## config.mk

```make
export PLATFORM = sky130hd
export DESIGN_NAME = token_ring_arbiter
export DESIGN_NICKNAME = d
export VERILOG_FILES = /design/src/rtl/token_ring_arbiter.sv
export SDC_FILE = /design/constraint.sdc
export NUM_CORES = 1
export LEC_CHECK = 0
export ABC_AREA = 1
export BUFFER_PORTS_ARGS = -buffer_cell sky130_fd_sc_hd__buf_2
export CAP_MARGIN = 10
export CELL_PAD_IN_SITES_DETAIL_PLACEMENT = 1
export CELL_PAD_IN_SITES_GLOBAL_PLACEMENT = 2
export CORE_MARGIN = 3
export CORE_UTILIZATION = 26
export CTS_BUF_LIST = sky130_fd_sc_hd__clkbuf_8
export DETAILED_ROUTE_END_ITERATION = 16
export GPL_TIMING_DRIVEN = 0
export PLACE_DENSITY = 0.77
export SYNTH_ARGS = -nofsm -noshare
export SYNTH_HDL_FRONTEND = slang
export SYNTH_SLANG_ARGS = --single-unit
```

## constraint.sdc

```tcl
create_clock -name clk -period 1.9 [get_ports clk]
set_input_delay 0.38 -clock clk [delete_from_list [all_inputs] [get_ports clk]]
set_output_delay 0.38 -clock clk [all_outputs]
set_load 0.01 [all_outputs]
```

## src/rtl/token_ring_arbiter.sv

```systemverilog
// Token-ring arbiter: one-hot rotating priority pointer, single-grant tenure.
// A grant is issued one cycle after req is sampled in IDLE. It is held while the
// owner keeps req high. Each release leaves exactly one grant-free cycle.
// Optional tenure preemption is compiled in with `define ARB_TIMEOUT_EN.
module token_ring_arbiter #(
    parameter int unsigned N        = 4,
    parameter int unsigned MAX_HOLD = 8
) (
    input  logic                       clk,
    input  logic                       reset,
    input  logic [N-1:0]               req,
    output logic [N-1:0]               grant,
    output logic                       grant_valid,
    output logic [N-1:0]               token,
    output logic [$clog2(MAX_HOLD):0]  hold_cnt
);

    localparam int unsigned HW = $clog2(MAX_HOLD) + 1;
    localparam logic [N-1:0] OneLsb = N'(1);

    typedef enum logic {StIdle, StBusy} state_e;

    state_e       state_q;
    logic [N-1:0] grant_q;
    logic [N-1:0] token_q;

    logic [N-1:0] req_hi;
    logic [N-1:0] pick;
    logic [N-1:0] sel;
    logic [N-1:0] sel_rot;
    logic         release_w;

`ifdef ARB_TIMEOUT_EN
    localparam logic [HW-1:0] HoldMax  = HW'(MAX_HOLD);
    localparam logic [HW-1:0] HoldLast = HW'(MAX_HOLD - 1);
    logic [HW-1:0] hold_q;
`endif

    // Priority pick: lowest set req at or above the token, else lowest set req (wrap).
    always_comb begin
        req_hi    = req & ~(token_q - OneLsb);
        pick      = (req_hi != '0) ? req_hi : req;
        sel       = pick & (~pick + OneLsb);
        sel_rot   = {sel[N-2:0], sel[N-1]};
        release_w = ((req & grant_q) == '0);
`ifdef ARB_TIMEOUT_EN
        // Preempt only when someone else is waiting at the end of the tenure.
        if ((hold_q == HoldLast) && ((req & ~grant_q) != '0)) begin
            release_w = 1'b1;
        end
`endif
    end

    // Arbitration FSM with registered grant, token and tenure counter.
    always_ff @(posedge clk) begin
        if (!reset) begin
            state_q <= StIdle;
            grant_q <= '0;
            token_q <= OneLsb;
`ifdef ARB_TIMEOUT_EN
            hold_q  <= '0;
`endif
        end else begin
            unique case (state_q)
                StIdle: begin
                    if (req != '0) begin
                        state_q <= StBusy;
                        grant_q <= sel;
                        token_q <= sel_rot;
`ifdef ARB_TIMEOUT_EN
                        hold_q  <= '0;
`endif
                    end
                end
                StBusy: begin
                    if (release_w) begin
                        state_q <= StIdle;
                        grant_q <= '0;
`ifdef ARB_TIMEOUT_EN
                        hold_q  <= '0;
`endif
                    end else begin
`ifdef ARB_TIMEOUT_EN
                        if (hold_q != HoldMax) begin
                            hold_q <= hold_q + HW'(1);
                        end
`endif
                    end
                end
                default: begin
                    state_q <= StIdle;
                    grant_q <= '0;
                end
            endcase
        end
    end

    assign grant       = grant_q;
    assign grant_valid = |grant_q;
    assign token       = token_q;
`ifdef ARB_TIMEOUT_EN
    assign hold_cnt    = hold_q;
`else
    assign hold_cnt    = '0;
`endif

endmodule

```

Yosys cells after proc, flatten, opt, wreduce, memory -nomap -nowiden
Cells that the tools add are included.

Register bits: 9. Input bits: 6. Output and inout bits: 13. Word-level logic and storage cells: 26.

Add/sub/neg operators: 2. Eq/ne operators: 2. Mux-type cells: 7. Bitwise logic cells: 6. Reductions and logical operators: 6.

Operator list (count): 4-bit bitwise AND (3); 4-bit 2-to-1 mux (3); 4-bit NOT (2); 4-bit one-hot mux with 2 select lines (1); 4-bit nonzero test (2); 4-bit by 1-bit adder with 4-bit output, second input constant (1); 4-bit logical NOT (1); 2-bit AND reduction (2); 4-bit OR reduction (1); 4-bit by 1-bit subtractor with 4-bit output, second input constant (1); 1-bit 2-to-1 mux (2); 2-bit by 1-bit inequality test with 1-bit output, second input constant (1); 2-bit inequality test, second input constant (1); 1-bit one-hot mux with 2 select lines (1); 1-bit NOT (1).

Logic depth before layout (Yosys ltp)
Gate-level depths: netlist of run 1.

Depth in word-level cells: 10. Gate-level depth with buffers: 12. Gate-level depth less buffers: 12.

Worst setup path after synthesis of run 1
No wires, ideal clock.

Path type: reg-to-reg. Start: register token_q[0] (netlist: token[0]). End: register grant_q[2] (netlist: grant[2]). Library setup time: 0.123 ns. Arrival time: 1.361 ns. Required time: 1.777 ns. Slack: 0.416 ns. Cell stages (with the launch flop): 13. Path buffers: 0. Clock period less this slack: 1.484 ns. Path through: dfxtp_1 -> inv_1 -> ha_1 -> nand2_1 -> nand2_1 -> inv_1 -> nand2_2 -> inv_2 -> nand3_2 -> nand3_2 -> nor2_2 -> nand2_1 -> a21oi_1.

Cells in the longest elaborated chain, start to end: 10.

RTL lines: from (decl) (line 25) `logic [N-1:0] token_q;`; from (signal assigned) (line 59) `token_q <= OneLsb;`; from (signal assigned) (line 69) `token_q <= sel_rot;`; 4-bit by 1-bit subtractor with 4-bit output (*) (line 41) `req_hi = req & ~(token_q - OneLsb);`; 4-bit NOT (*) (line 41); 4-bit bitwise AND (*) (line 41); 4-bit nonzero test (line 42) `pick = (req_hi != '0) ? req_hi : req;`; 4-bit 2-to-1 mux (*) (line 42); 4-bit NOT (line 43) `sel = pick & (~pick + OneLsb);`; 4-bit by 1-bit adder with 4-bit output (line 43); 4-bit bitwise AND (*) (line 43); 4-bit 2-to-1 mux (*) (line 66) `if (req != '0) begin`; 4-bit one-hot mux with 2 select lines (*) (line 64) `unique case (state_q)`; to (signal assigned) (line 68) `grant_q <= sel;`; to (decl) (line 24) `logic [N-1:0] grant_q;`.

Mark *: on every way between the ends. The rest lies on a longest branch, timed or not. The select of a mux whose other input is x is not followed. A chain may end at the register's enable or synchronous reset.

Worst setup path after layout of run 1
Ends and elaborated chain as after synthesis.

==> flow_summary.toml, run 1 <==
[placement]
gp_congestion = 0.7109
pre_cts_slack_ns = 0.2523
place_area_um2 = 664.4
portBuffers = 14
place_hpwl_um = 1195

[floorplan]
placementRows = 16
die_w_um = 51.97
start_util = 0.2771
ios = 19
die_area_um2 = 2700
die_h_um = 51.97
coreArea_um2 = 1982

[final_layout]
syn2layout_area_growth_pct = 29.16
antenna_cells = 0
fin_area_um2 = 709.4
fill_cells = 269
nNetsFinal = 110
drive_gt1_frac = 0.2843
post-route-util = 0.3580
ff_latch_area_um2 = 180.2
multi_input_area_um2 = 301.5

[timing]
timing.final.crit_share = 0.8655
clock.fmax_ghz = 0.6081
grt_setup_unrepaired = "false"
slew_violations = 0
hold_viol = 0
layout_setup_ws_ns = 0.2555
fin_crit_ns = 1.645
setup_viol = 0
fin_tns_setup_ns = 0
finClkSkew_ns = 0.006826

[setup_path]
rr_worst_depth = 12
cp-end-kind = "register"
cp-start-kind = "register"
rr_startpoint = "token[0]"
r2r_setup_slack_ns = 0.26
arrival_ns = 1.75
cp_max_fo = 4
required_ns = 2.00
worstSetupPathType = "register to register"
r2r-end = "grant[2]"

[synth]
yosysWarnings = 0
synth_top_area_share = 0.3280
synth_most_common_cell = "nand2_1"
ys.flop_type = "dfxtp_1"
postSynthAreaPerCell_um2 = 6.781
synthTopCellsByCount = "24 x nand2_1, 12 x inv_1, 9 x dfxtp_1"
synthCells = 81
async_flop_share = 0
yosysSeqAreaShare = 0.3280
yosysTopAreaCell = "dfxtp_1"
netlist_area_um2 = 549.3
ys_ff_latch = 9
synth_cell_types = 18
netlist_top_cells_area = "dfxtp_1 33%, nand2_1 16%, inv_1 8.2%"
synth_edf_count = 0

[clock_network]
hold_buffers = 0
cts_setup_buffers = 0
clock_latency_ns = 0.23
cts_max_level = 1
cts_root_buf = "clkbuf_8"
cts_tree = "built"
cts_made_buffers = 3
cts_sinks = 9
path_clk_slew_ns = 0.05
clockBufferDepth = 2
cts_resized = 0

[run]
maxCapViolations = 0

[pwr]
swShare = 0.3240
p_per_area_nw_per_um2 = 870.9
p_sw_uw = 200.2
p_seq_frac = 0.371
internal-power_uw = 417.7
vdd_drop_max_mv = 0.5311
clkPwrFrac = 0.347
p_leak_uw = 0.0003726
total_power_uw = 617.8
p_comb_frac = 0.283

[drt]
wl_per_cell_um = 10.92
drt-initial-drc-count = 2
totalWireLength_um = 1409
ant_nets = 0
drc = 0
viasPerCell = 4.279
vias = 552
firstDrtPassIters = 4

[global_route]
antenna_found_initial = 0
grt_max_degree = 9
grt_pass1_wl_um = 2497
globalRouteOverflowTotal = 0
grt_pass1_vias = 607
grtUsageTotal = 0.1229

[hold_path]
hold_path.startpoint = "reset"
worstHoldPathType = "primary input to register"
min_to = "token[1]"
min_path_cells = 3

[outcome]
status = "finished clean"
-- layout make-up --
cell class / count / area share
Buffer: 4 / 0.04233
Clock buffer: 3 / 0.05820
Clock inverter: 1 / 0.005291
Timing Repair Buffer: 14 / 0.09877
Tap cell: 27 / 0.04762
Multi-Input combinational cell: 58 / 0.4250
Inverter: 13 / 0.06878
Sequential cell: 9 / 0.2540
-- placed cells by master, fill, tap and decap left out --
cell type / instances
a21boi_0: 1
or4_1: 1
inv_2: 1
buf_2: 14
inv_1: 13
dfxtp_1: 9
nor2_2: 1
buf_4: 4
nand3_2: 3
nand2_2: 2
nor2_1: 5
o211ai_1: 1
conb_1: 4
nand2_1: 24
nand4_1: 2
clkbuf_8: 3
ha_1: 1
a21oi_1: 8
nand3_1: 4
a31oi_4: 1
-- cells by family after synthesis --
| group | Yosys count | synth area share |
|---|---|---|
| AO/OA/AOI/OAI | 11 | 0.1390 |
| adder cells (fa/ha/maj) | 1 | 0.02278 |
| buffers and inverters | 17 | 0.1435 |
| flip-flops | 9 | 0.3280 |
| other | 1 | 0.006827 |
| AND/OR/NAND/NOR | 42 | 0.3599 |
-- per-stage QoR --
step	hold WS, ns	cells
after global routing	0.4462	129
final	0.4056	129
after floorplan	0.4900	84
after detailed placement	0.4920	125
after global placement	0.4860	125
after CTS	0.4094	129
-- worst max-delay path by stage --
stage                to  slack, ns  depth (start not counted)     start
2_1_floorplan  grant[2]       0.42                         12  token[0]
3_3_place_gp   grant[2]       0.29                         12  token[0]
3_5_place_dp   grant[2]       0.25                         12  token[0]
4_1_cts        grant[2]       0.23                         12  token[0]
5_1_grt        grant[2]       0.07                         12  token[0]
6_report       grant[2]       0.26                         12  token[0]
-- layer usage --
metal  routed length, µm  up-vias  part of all wire  GRT usage
met5                   0        -                 0          0
met4                   0        0                 0    0.05240
met3                  46        0             0.033   0.008596
met2                 727        8              0.52     0.2259
met1                 635      252              0.45     0.1436
li1                    -      292                 -          -
-- power groups by stage --
stage | Combinational [µW] | Clock, µW | Sequential [µW]
final | 175 | 214 | 229
after global routing | 204 | 226 | 233
after CTS | 179 | 217 | 230
after detailed placement | 178 | 0 | 233
after global placement | 175 | 0 | 232
after floorplan | 116 | 0 | 236
-- critical path: stages (launching register included) --
cell	delay (ns)
dfxtp_1	0.40
inv_1	0.10
ha_1	0.30
nand2_1	0.09
nand2_1	0.05
inv_1	0.06
nand2_2	0.05
inv_2	0.07
nand3_2	0.09
nand3_2	0.09
nor2_2	0.04
nand2_1	0.10
a21oi_1	0.07
-- state kept, by name, indices dropped and copies added, names as in the netlist --
register  flops
grant         4
state_q       1
token         4
Power figures use the tool's default switching activity.
==> run 2, diff against run 1 <==
--- a/config.mk
+++ b/config.mk
@@ -15,6 +15,7 @@
 export CTS_BUF_LIST = sky130_fd_sc_hd__clkbuf_8
 export DETAILED_ROUTE_END_ITERATION = 16
 export GPL_TIMING_DRIVEN = 0
+export HOLD_SLACK_MARGIN = 0.12
 export PLACE_DENSITY = 0.77
 export SYNTH_ARGS = -nofsm -noshare
 export SYNTH_HDL_FRONTEND = slang
==> constraint.sdc (replaced) <==
create_clock -name clk -period 1.7 [get_ports clk]
set_input_delay 0.34 -clock clk [delete_from_list [all_inputs] [get_ports clk]]
set_output_delay 0.34 -clock clk [all_outputs]
set_load 0.01 [all_outputs]
==> run 2 against run 1 <==
Net effect: critical path depth down 10; power up 16%; sequential share of layout area down 0.52 points; routed wire length up 3.3%; clock power up 12%; worst hold slack worse by 0.040 ns; cell count unchanged; largest cell class unchanged.
==> flow_summary.toml, run 2 (synthesis results as in run 1) <==
[setup_path]
endpoint = "grant_valid"
cp-start-kind = "register"
r2r_setup_slack_ns = 0.17
arrival_ns = 1.21
worstSetupPathType = "register to primary output"
required_ns = 1.36
rr_startpoint = "token[0]"
rr_worst_depth = 12
cp_max_fo = 4
r2r-end = "grant[3]"
critical_path.startpoint = "grant[3]"
cp-end-kind = "primary output"

[clock_network]
cts_root_buf = "clkbuf_8"
cts_max_level = 1
cts_setup_buffers = 0
clock_latency_ns = 0.23
cts_made_buffers = 3
cts_sinks = 9
clockBufferDepth = 2
cts_tree = "built"
path_clk_slew_ns = 0.05
hold_buffers = 0

[drt]
wl_per_cell_um = 11.29
ant_nets = 0
viasPerCell = 4.372
drt-initial-drc-count = 5
vias = 564
drc = 0
totalWireLength_um = 1456
firstDrtPassIters = 4

[placement]
gp_congestion = 0.7109
portBuffers = 14
place_area_um2 = 664.4
place_hpwl_um = 1195

[global_route]
grtUsageTotal = 0.1229
busiest_layer = "met2"
globalRouteOverflowTotal = 0
grt_util_met3 = 0.008596
grt_pass1_wl_um = 2497
grt_max_degree = 9
gr-usage-met1 = 0.1436
antenna_found_initial = 0
grt_pass1_vias = 607
use_met2 = 0.2259

[floorplan]
placementRows = 16
die_area_um2 = 2700
die_h_um = 51.97
die_w_um = 51.97
ios = 19
coreArea_um2 = 1982
start_util = 0.2771

[pwr]
p_seq_frac = 0.360
total_power_uw = 715.5
p_sw_uw = 237.0
internal-power_uw = 478.5
swShare = 0.3312
p_leak_uw = 0.0003762
clkPwrFrac = 0.334
vdd_drop_max_mv = 0.5943
p_comb_frac = 0.305
p_per_area_nw_per_um2 = 961.1

[final_layout]
drive_gt1_frac = 0.3627
most-common-layout-cells = "21 x nand2_1, 14 x buf_2, 12 x inv_1, 8 x a21oi_1, 7 x dfxtp_1"
antenna_cells = 0
fin_area_um2 = 744.5
layout_commonest_cell = "nand2_1"
nNetsFinal = 110
syn2layout_area_growth_pct = 35.54

[timing]
grt_setup_unrepaired = "false"
slew_violations = 0
timing.final.crit_share = 0.9109
finClkSkew_ns = 0.006784
whs_ns = 0.3657
hold_viol = 0
setup_viol = 0
fin_crit_ns = 1.549
clock.fmax_ghz = 0.6458
fin_tns_setup_ns = 0

[run]
maxCapViolations = 0

[outcome]
status = "finished clean"

[hold_path]
worstHoldPathType = "primary input to register"
==> run 2: cell count changes in the layout (fill, tap and decap cells not counted) <==
| cell | change |
|---|---|
| ha_1 | -1 |
| dfxtp_1 | -2 |
| dfxtp_4 | +1 |
| nand2_1 | -3 |
| nor2_4 | +1 |
| nand3_1 | -1 |
| ha_4 | +1 |
| nand2_2 | +3 |
| nor2_2 | -1 |
| dfxtp_2 | +1 |
| nand3_2 | +1 |
| inv_2 | +1 |
| inv_1 | -1 |
==> run 2: worst min path at each step <==
stage	cells past startpoint	startpoint	to	slack (ns)
2_1_floorplan	2	reset	token[1]	0.48
3_3_place_gp	2	grant[0]	grant[0]	0.49
3_5_place_dp	2	grant[1]	grant[1]	0.49
4_1_cts	3	reset	token[1]	0.37
5_1_grt	3	reset	token[1]	0.41
6_report	3	reset	token[1]	0.37
==> run 2: metal layers <==
metal  vias to the layer above  share of wire
li1                        292              -
met1                       264           0.44
met3                         0          0.032
met5                         -              0
met4                         0              0
met2                         8           0.53
==> run 2: what timing repair did <==
| action | in CTS | in global routing |
|---|---|---|
| endpoints found under the setup margin | 0 | 6 |
| hold endpoints to repair | 0 | 0 |
| gates resized for setup | 0 | 10 |
==> run 2: layout make-up <==
class                      count  area, µm²
sequential                     9      185.2
clock buffer                   3      41.29
buffer                         4      30.03
timing repair buffer          14      70.07
multi-input combinational     58      331.6
clock inverter                 1      3.754
fill                         267       1237
tap                           27      33.78
inverter                      13      48.80
==> run 2: stage by stage <==
stage	util	worst slack [ns]	std cells
after CTS	0.3580	0.03305	129
after detailed placement	0.3352	0.05235	125
final	0.3756	0.1515	129
after global placement	0.3352	0.08954	125
after global routing	0.3756	0.02787	129
after floorplan	-	0.2162	84
==> run 2: power groups by stage <==
| stage | Clock [µW] | Sequential (µW) | Combinational [µW] |
|---|---|---|---|
| 6_report | 239 | 258 | 219 |
| 5_1_grt | 252 | 262 | 252 |
| 4_1_cts | 242 | 257 | 200 |
| 3_5_place_dp | 0 | 260 | 199 |
| 3_3_place_gp | 0 | 260 | 196 |
| 2_1_floorplan | 0 | 263 | 130 |
==> run 2: critical path: stages, from the launching register on <==
cell	delay, ns
dfxtp_1	0.33
or4_1	0.51
buf_2	0.15
